### src/rtl/dtm_dmi_master_pkg.sv
// Shared definitions for the DTM-side DMI initiator: op/status codes, bus field layout, FSM states.
// Latency: n/a (types and constants only).
// Backpressure: n/a.
package dtm_dmi_master_pkg;

  // DMI bus field widths and where each field sits in the request word
  localparam int DBUS_ADDR_WIDTH = 7;
  localparam int DBUS_DATA_WIDTH = 32;
  localparam int DBUS_OP_WIDTH   = 2;
  localparam int DBUS_OP_LSB     = 0;
  localparam int DBUS_ADDR_LSB   = DBUS_OP_LSB + DBUS_OP_WIDTH;

  // DMI op codes as seen on the scan chain and in the request word
  typedef enum logic [1:0] {
    DMI_OP_NOP  = 2'd0,
    DMI_OP_RD   = 2'd1,
    DMI_OP_WR   = 2'd2,
    DMI_OP_RSVD = 2'd3
  } dmi_op_e;

  // Sticky dmi status codes captured by the scan chain
  localparam logic [1:0] DMI_ST_OK     = 2'd0;
  localparam logic [1:0] DMI_ST_FAILED = 2'd2;
  localparam logic [1:0] DMI_ST_BUSY   = 2'd3;

  // Initiator FSM states
  typedef enum logic [1:0] {
    ST_IDLE      = 2'd0,
    ST_REQ       = 2'd1,
    ST_WAIT_RESP = 2'd2
  } dmi_state_e;

  // True for the two ops that actually reach the Debug Module
  function automatic logic dmi_op_is_access(input logic [1:0] op);
    return (op == DMI_OP_RD) || (op == DMI_OP_WR);
  endfunction

endpackage

### src/rtl/dtm_dmi_master_if.sv
// Request/response bus between the DTM initiator (master) and the Debug Module register block (slave).
// Latency: n/a (wiring only).
// Backpressure: valid/ready on both the request and the response channel.
interface dtm_dmi_master_if #(
  parameter int ADDR_W = 7,
  parameter int DATA_W = 32
);

  logic                       dtm_req_valid;
  logic                       dtm_req_ready;
  logic [2+ADDR_W+DATA_W-1:0] dtm_req_bits;
  logic                       dm_resp_valid;
  logic                       dm_resp_ready;
  logic [2+DATA_W-1:0]        dm_resp_bits;

  modport master (
    output dtm_req_valid,
    output dtm_req_bits,
    output dm_resp_ready,
    input  dtm_req_ready,
    input  dm_resp_valid,
    input  dm_resp_bits
  );

  modport slave (
    input  dtm_req_valid,
    input  dtm_req_bits,
    input  dm_resp_ready,
    output dtm_req_ready,
    output dm_resp_valid,
    output dm_resp_bits
  );

endinterface

### src/rtl/dtm_dmi_master.sv
// DTM-side DMI initiator: one DM access per dmi_update pulse, with sticky RISC-V dmi status.
// Latency: update->req_valid 1 cycle; best-case read data/busy-clear 3 cycles after update.
// Backpressure: holds request until dtm_req_ready; waits up to TIMEOUT cycles for a read response.
module dtm_dmi_master
  import dtm_dmi_master_pkg::*;
#(
  parameter int ADDR_W  = DBUS_ADDR_WIDTH,
  parameter int DATA_W  = DBUS_DATA_WIDTH,
  parameter int TIMEOUT = 255
) (
  input  logic              sys_clk,
  input  logic              sys_rstn,
  input  logic              dmi_update,
  input  logic [1:0]        dmi_op,
  input  logic [ADDR_W-1:0] dmi_addr,
  input  logic [DATA_W-1:0] dmi_wdata,
  input  logic              dmireset,
  output logic [DATA_W-1:0] dmi_rdata,
  output logic [1:0]        dmi_status,
  output logic              dmi_busy,
  dtm_dmi_master_if.master  bus
);

  localparam int CNT_W = $clog2(TIMEOUT + 1);

  dmi_state_e       state;
  logic [CNT_W-1:0] tmo_cnt;

  logic [1:0] status_base;
  logic       resp_hit;
  logic       tmo_hit;
  logic       collide;
  logic       launch;
  logic       rsvd_hit;
  logic       unused_resp_op;

  // The response op field carries nothing the initiator needs
  assign unused_resp_op = ^bus.dm_resp_bits[DATA_W+1:DATA_W];

  // Decode this cycle's events; dmireset is folded in before any update is judged
  always_comb begin
    status_base = dmireset ? DMI_ST_OK : dmi_status;
    resp_hit    = (state == ST_WAIT_RESP) && bus.dm_resp_valid;
    tmo_hit     = (state == ST_WAIT_RESP) && !bus.dm_resp_valid &&
                  (tmo_cnt == CNT_W'(TIMEOUT - 1));
    collide     = dmi_update && dmi_busy;
    launch      = (state == ST_IDLE) && dmi_update && (status_base == DMI_ST_OK) &&
                  dmi_op_is_access(dmi_op);
    rsvd_hit    = (state == ST_IDLE) && dmi_update && (status_base == DMI_ST_OK) &&
                  (dmi_op == DMI_OP_RSVD);
  end

  // Initiator FSM with registered bus outputs, read capture, timeout counter and sticky status
  always_ff @(posedge sys_clk or negedge sys_rstn) begin
    if (!sys_rstn) begin
      state             <= ST_IDLE;
      tmo_cnt           <= '0;
      dmi_rdata         <= '0;
      dmi_status        <= DMI_ST_OK;
      dmi_busy          <= 1'b0;
      bus.dtm_req_valid <= 1'b0;
      bus.dtm_req_bits  <= '0;
      bus.dm_resp_ready <= 1'b0;
    end else begin
      // Busy collision outranks a same-cycle timeout
      if (collide) begin
        dmi_status <= DMI_ST_BUSY;
      end else if (tmo_hit || rsvd_hit) begin
        dmi_status <= DMI_ST_FAILED;
      end else begin
        dmi_status <= status_base;
      end

      case (state)
        ST_IDLE: begin
          if (launch) begin
            bus.dtm_req_bits  <= {dmi_wdata, dmi_addr, dmi_op};
            bus.dtm_req_valid <= 1'b1;
            dmi_busy          <= 1'b1;
            state             <= ST_REQ;
          end
        end

        ST_REQ: begin
          // No timeout here: a stalled DM shows up to the debugger as busy
          if (bus.dtm_req_ready) begin
            bus.dtm_req_valid <= 1'b0;
            if (bus.dtm_req_bits[DBUS_ADDR_LSB-1:DBUS_OP_LSB] == DMI_OP_RD) begin
              bus.dm_resp_ready <= 1'b1;
              tmo_cnt           <= '0;
              state             <= ST_WAIT_RESP;
            end else begin
              dmi_busy <= 1'b0;
              state    <= ST_IDLE;
            end
          end
        end

        ST_WAIT_RESP: begin
          // A response arriving on the timeout cycle still counts as success
          if (resp_hit) begin
            dmi_rdata         <= bus.dm_resp_bits[DATA_W-1:0];
            bus.dm_resp_ready <= 1'b0;
            dmi_busy          <= 1'b0;
            tmo_cnt           <= '0;
            state             <= ST_IDLE;
          end else if (tmo_hit) begin
            bus.dm_resp_ready <= 1'b0;
            dmi_busy          <= 1'b0;
            tmo_cnt           <= '0;
            state             <= ST_IDLE;
          end else begin
            tmo_cnt <= tmo_cnt + CNT_W'(1);
          end
        end

        default: begin
          bus.dtm_req_valid <= 1'b0;
          bus.dm_resp_ready <= 1'b0;
          dmi_busy          <= 1'b0;
          tmo_cnt           <= '0;
          state             <= ST_IDLE;
        end
      endcase
    end
  end

endmodule

### src/flat_wrapper.sv
// flat-port wrapper written by rule: the top's interface ports become plain ports
module dtm_dmi_master_flat import dtm_dmi_master_pkg::*;
#(
  parameter int ADDR_W  = DBUS_ADDR_WIDTH,
  parameter int DATA_W  = DBUS_DATA_WIDTH,
  parameter int TIMEOUT = 255
)
  (sys_clk, sys_rstn, dmi_update, dmi_op, dmi_addr, dmi_wdata, dmireset, dmi_rdata, dmi_status, dmi_busy, bus_dtm_req_valid, bus_dtm_req_bits, bus_dm_resp_ready, bus_dtm_req_ready, bus_dm_resp_valid, bus_dm_resp_bits);
  dtm_dmi_master_if #(.ADDR_W(ADDR_W), .DATA_W(DATA_W)) bus_i ();
  input  logic sys_clk;
  input  logic sys_rstn;
  input  logic dmi_update;
  input  logic [1:0] dmi_op;
  input  logic [ADDR_W-1:0] dmi_addr;
  input  logic [DATA_W-1:0] dmi_wdata;
  input  logic dmireset;
  output logic [DATA_W-1:0] dmi_rdata;
  output logic [1:0] dmi_status;
  output logic dmi_busy;
  output wire logic [$bits(bus_i.dtm_req_valid)-1:0] bus_dtm_req_valid;
  output wire logic [$bits(bus_i.dtm_req_bits)-1:0] bus_dtm_req_bits;
  output wire logic [$bits(bus_i.dm_resp_ready)-1:0] bus_dm_resp_ready;
  input wire logic [$bits(bus_i.dtm_req_ready)-1:0] bus_dtm_req_ready;
  input wire logic [$bits(bus_i.dm_resp_valid)-1:0] bus_dm_resp_valid;
  input wire logic [$bits(bus_i.dm_resp_bits)-1:0] bus_dm_resp_bits;
  assign bus_dtm_req_valid = bus_i.dtm_req_valid;
  assign bus_dtm_req_bits = bus_i.dtm_req_bits;
  assign bus_dm_resp_ready = bus_i.dm_resp_ready;
  assign bus_i.dtm_req_ready = bus_dtm_req_ready;
  assign bus_i.dm_resp_valid = bus_dm_resp_valid;
  assign bus_i.dm_resp_bits = bus_dm_resp_bits;
  dtm_dmi_master #(.ADDR_W(ADDR_W), .DATA_W(DATA_W), .TIMEOUT(TIMEOUT)) u_core (.sys_clk(sys_clk), .sys_rstn(sys_rstn), .dmi_update(dmi_update), .dmi_op(dmi_op), .dmi_addr(dmi_addr), .dmi_wdata(dmi_wdata), .dmireset(dmireset), .dmi_rdata(dmi_rdata), .dmi_status(dmi_status), .dmi_busy(dmi_busy), .bus(bus_i));
endmodule
### config.mk
export PLATFORM = sky130hd
export DESIGN_NAME = dtm_dmi_master_flat
export DESIGN_NICKNAME = d
export VERILOG_FILES = /design/src/rtl/dtm_dmi_master_pkg.sv /design/src/rtl/dtm_dmi_master_if.sv /design/src/rtl/dtm_dmi_master.sv /design/src/flat_wrapper.sv
export SDC_FILE = /design/constraint.sdc
export NUM_CORES = 1
export LEC_CHECK = 0
export ABC_CLOCK_PERIOD_IN_PS = 1450
export CORE_MARGIN = 3
export CORE_UTILIZATION = 39
export CTS_BUF_LIST = sky130_fd_sc_hd__clkbuf_4
export CTS_CLUSTER_DIAMETER = 30
export CTS_CLUSTER_SIZE = 24
export DETAILED_ROUTE_END_ITERATION = 6
export HOLD_SLACK_MARGIN = 0.02
export PLACE_DENSITY = 0.83
export REMOVE_ABC_BUFFERS = 1
export SETUP_SLACK_MARGIN = 0.05
export SLEW_MARGIN = 20
export SYNTH_ARGS = -nofsm -noshare
export SYNTH_HDL_FRONTEND = slang
export SYNTH_SLANG_ARGS = --single-unit
export TNS_END_PERCENT = 30
### constraint.sdc
create_clock -name sys_clk -period 1.45 [get_ports sys_clk]
set_input_delay 0.145 -clock sys_clk [delete_from_list [all_inputs] [get_ports sys_clk]]
set_output_delay 0.145 -clock sys_clk [all_outputs]
set_load 0.02 [all_outputs]
==> reports/results.ini <==
[status]
status=complete, but fails checks
violations=negative setup slack

[synth]
syn_inst=238
yosysWarnings=0
synth_area_um2=3690
syn_avg_cell_area_um2=15.5
synth_seq_cells=88
synth_cell_types=36
synth-seq-area-share_pct=59.6

[drt]
drt-initial-drc-count=86
dr.pass1.iters=4
vias_per_cell=4.72
wl_per_cell_um=16.5
wl_um=9390
vias=2684
drcViolationCount=0
ant_nets=0

[layout]
final_nets=522
antenna_cells=0
ff_latch_area_um2=2200
area_growth_pct=61.6
fillers=657
final_cell_mix=dfrtp_1 (88), clkdlybuf4s50_1 (77), dlygate4sd2_1 (73)
final_common_cell=dfrtp_1
fin_area_um2=5970
multi_input_comb_area_um2=1560
drive_gt1_share_pct=34.1

[timing]
fin_ws_ps=-140
period_needed_ps=1590
period_share_pct=110
worst_slew_pin_slew_ps=327
max_freq_ghz=0.629
setup_violations=29
fin_tns_setup_ps=-1120
finalClockSkew_ps=16.1
hold_viol=0
rsz0062_at_grt=yes
max_slew_margin_pct=78.2
slew_viol_final=0

[global_routing]
antenna_found_initial=0
track_usage_pct=16.7
grt_pass1_wl_um=13700
grt_pass1_vias=2798
grt_overflow=0
grt_max_degree=43

[die]
die_y_um=103
die_w_um=103
rows=34
die_area_um2=10700
initial_core_util_pct=41.1
core_area_um2=8980
num_io_pins=159

[worst_setup_path]
critPathMaxFanout=5
rr_worst_depth=7
regToRegEndpoint=u_core.tmo_cnt[4]$_DFFE_PN0P_
worstPathRequired_ps=1770
slowest_stage=dfrtp_1
path_cells=inv_1 -> ha_1 -> nand4_1 -> buf_4 -> o21ai_4 -> o21ai_0 -> a21o_2
crit_start=u_core.tmo_cnt[0]$_DFFE_PN0P_
crit_arrival_ps=1910
crit_type=reg -> reg
crit_path_end_kind=flip-flop
r2r_setup_slack_ps=-140
r2r_start=u_core.tmo_cnt[0]$_DFFE_PN0P_
slowest_delay_ps=400
setup.worst_path.start_class=flip-flop

[clock_network]
clock_latency_ps=420
cts_buffers=9
cts_tree=done
cts.sinks=88
clk_path_buf_depth=2
path_clk_slew_ps=140
cts-root-buf=clkbuf_4
h-tree-depth=3

[run]
cap_violations=0

[worst_hold_path]
hold_path_class=in -> async

[power]
peakVddDrop_mv=1.20
p_per_area_nw_per_um2=1780
p_leak_nw=3.09
p_total_mw=10.6

[placed_design]
placed_area_um2=5570
port-buffer-count=156
dp_hpwl_um=6520
place_ws_ps=-283
gp_congestion=0.749

==> report_power, final <==
part           internal (mW)  switching, mW  total (mW)
logic                   2.74           2.49        5.22
registers               3.53          0.628        4.15
clock network          0.373          0.870        1.24
==> per-stage QoR <==
stage | hold WS [ps] | utilization, % | instances
final | 159 | 66.5 | 569
after global routing | 126 | 66.5 | 569
after floorplan | -151 | - | 230
after global placement | 23.9 | 62.1 | 539
after detailed placement | 30.0 | 62.1 | 539
after CTS | 112 | 63.9 | 556
==> worst max-delay path, delay by kind of cell (launching register included) <==
| family | cells | cell delay (ps) |
|---|---|---|
| flip-flops | 1 | 400 |
| adder cells (fa/ha/maj) | 1 | 140 |
| AO/OA/AOI/OAI | 3 | 560 |
| AND/OR/NAND/NOR | 1 | 150 |
| buffers and inverters | 2 | 250 |
==> Yosys cell counts <==
master / number / area share (%)
nand2_4: 1 / 0.30
nor2_1: 5 / 0.51
a21o_2: 2 / 0.47
dfrtp_1: 88 / 60
a31oi_1: 2 / 0.34
o31ai_1: 1 / 0.20
buf_6: 5 / 1.5
nand3b_1: 1 / 0.20
o21ai_2: 1 / 0.24
nor2b_1: 1 / 0.17
and2b_2: 1 / 0.24
and3_1: 2 / 0.34
mux2_4: 36 / 15
buf_4: 3 / 0.61
ha_1: 3 / 1.0
a221o_1: 1 / 0.27
a211o_1: 1 / 0.24
o21bai_1: 1 / 0.20
mux2_2: 37 / 11
o21ai_0: 9 / 1.2
nand2_1: 8 / 0.81
a21o_1: 1 / 0.20
o211a_4: 1 / 0.47
o21ba_2: 1 / 0.27
a21oi_1: 5 / 0.68
a22o_1: 2 / 0.47
nand2b_1: 3 / 0.51
inv_1: 4 / 0.41
nor3_1: 2 / 0.27
nor3b_4: 1 / 0.51
o21a_4: 1 / 0.41
and4_1: 1 / 0.24
nor3b_1: 1 / 0.20
nand4_1: 2 / 0.34
nor2_2: 1 / 0.17
nand3_1: 3 / 0.41
==> final cells by class <==
type | instances | area share [%]
sequential | 88 | 36.9
timing repair buffer | 197 | 32.1
multi-input combinational | 138 | 26.1
tap | 126 | 2.64
clock buffer | 9 | 1.13
clock inverter | 7 | 0.881
inverter | 4 | 0.252
==> state kept, by name, summed over array words and instances (netlist names) <==
signal,flops
u_core.bus.dtm_req_bits,41
u_core.dmi_rdata,32
u_core.tmo_cnt,8
u_core.dmi_status,2
u_core.state,2
u_core.bus.dm_resp_ready,1
u_core.bus.dtm_req_valid,1
u_core.dmi_busy,1
==> routing by layer <==
| metal | vias to the layer above | part of all wire [%] | track usage, % |
|---|---|---|---|
| li1 | 1255 | - | - |
| met2 | 112 | 50 | 27.6 |
| met5 | - | 0 | 0 |
| met4 | 0 | 0.73 | 5.48 |
| met3 | 6 | 8.3 | 5.37 |
| met1 | 1311 | 41 | 20.7 |
==> logic make-up (layout without fill, tap and decap cells) <==
family | count (synthesis) | count (layout) | synth area share, %
DFF | 88 | 88 | 59.6
muxes | 73 | 73 | 25.9
and+or+nand+nor | 33 | 33 | 5.22
AOI/OAI and AO/OA | 29 | 29 | 5.69
buffers and inverters | 12 | 217 | 2.54
adders and majority gates | 3 | 3 | 1.02
==> worst max-delay path by stage <==
stage,endpoint,cells past startpoint,slack (ps)
3_3_place_gp,u_core.bus.dtm_req_bits[31]$_DFFE_PN0P_,5,-260
3_5_place_dp,u_core.bus.dtm_req_bits[32]$_DFFE_PN0P_,5,-280
6_report,u_core.tmo_cnt[4]$_DFFE_PN0P_,7,-140
4_1_cts,u_core.tmo_cnt[6]$_DFFE_PN0P_,6,-120
2_1_floorplan,u_core.dmi_rdata[0]$_DFFE_PN0P_,2,-510
5_1_grt,u_core.tmo_cnt[4]$_DFFE_PN0P_,7,-250
==> timing repair <==
action                                 4_1_cts  5_1_grt
cloned                                       0        4
hold buffers                                 1        0
endpoints found under the hold margin       88        0
gates resized for setup                    114       26
setup endpoints to repair                  145       87
setup buffers                                0        9
pin swaps                                    4        4
Power figures use the tool's default switching activity.
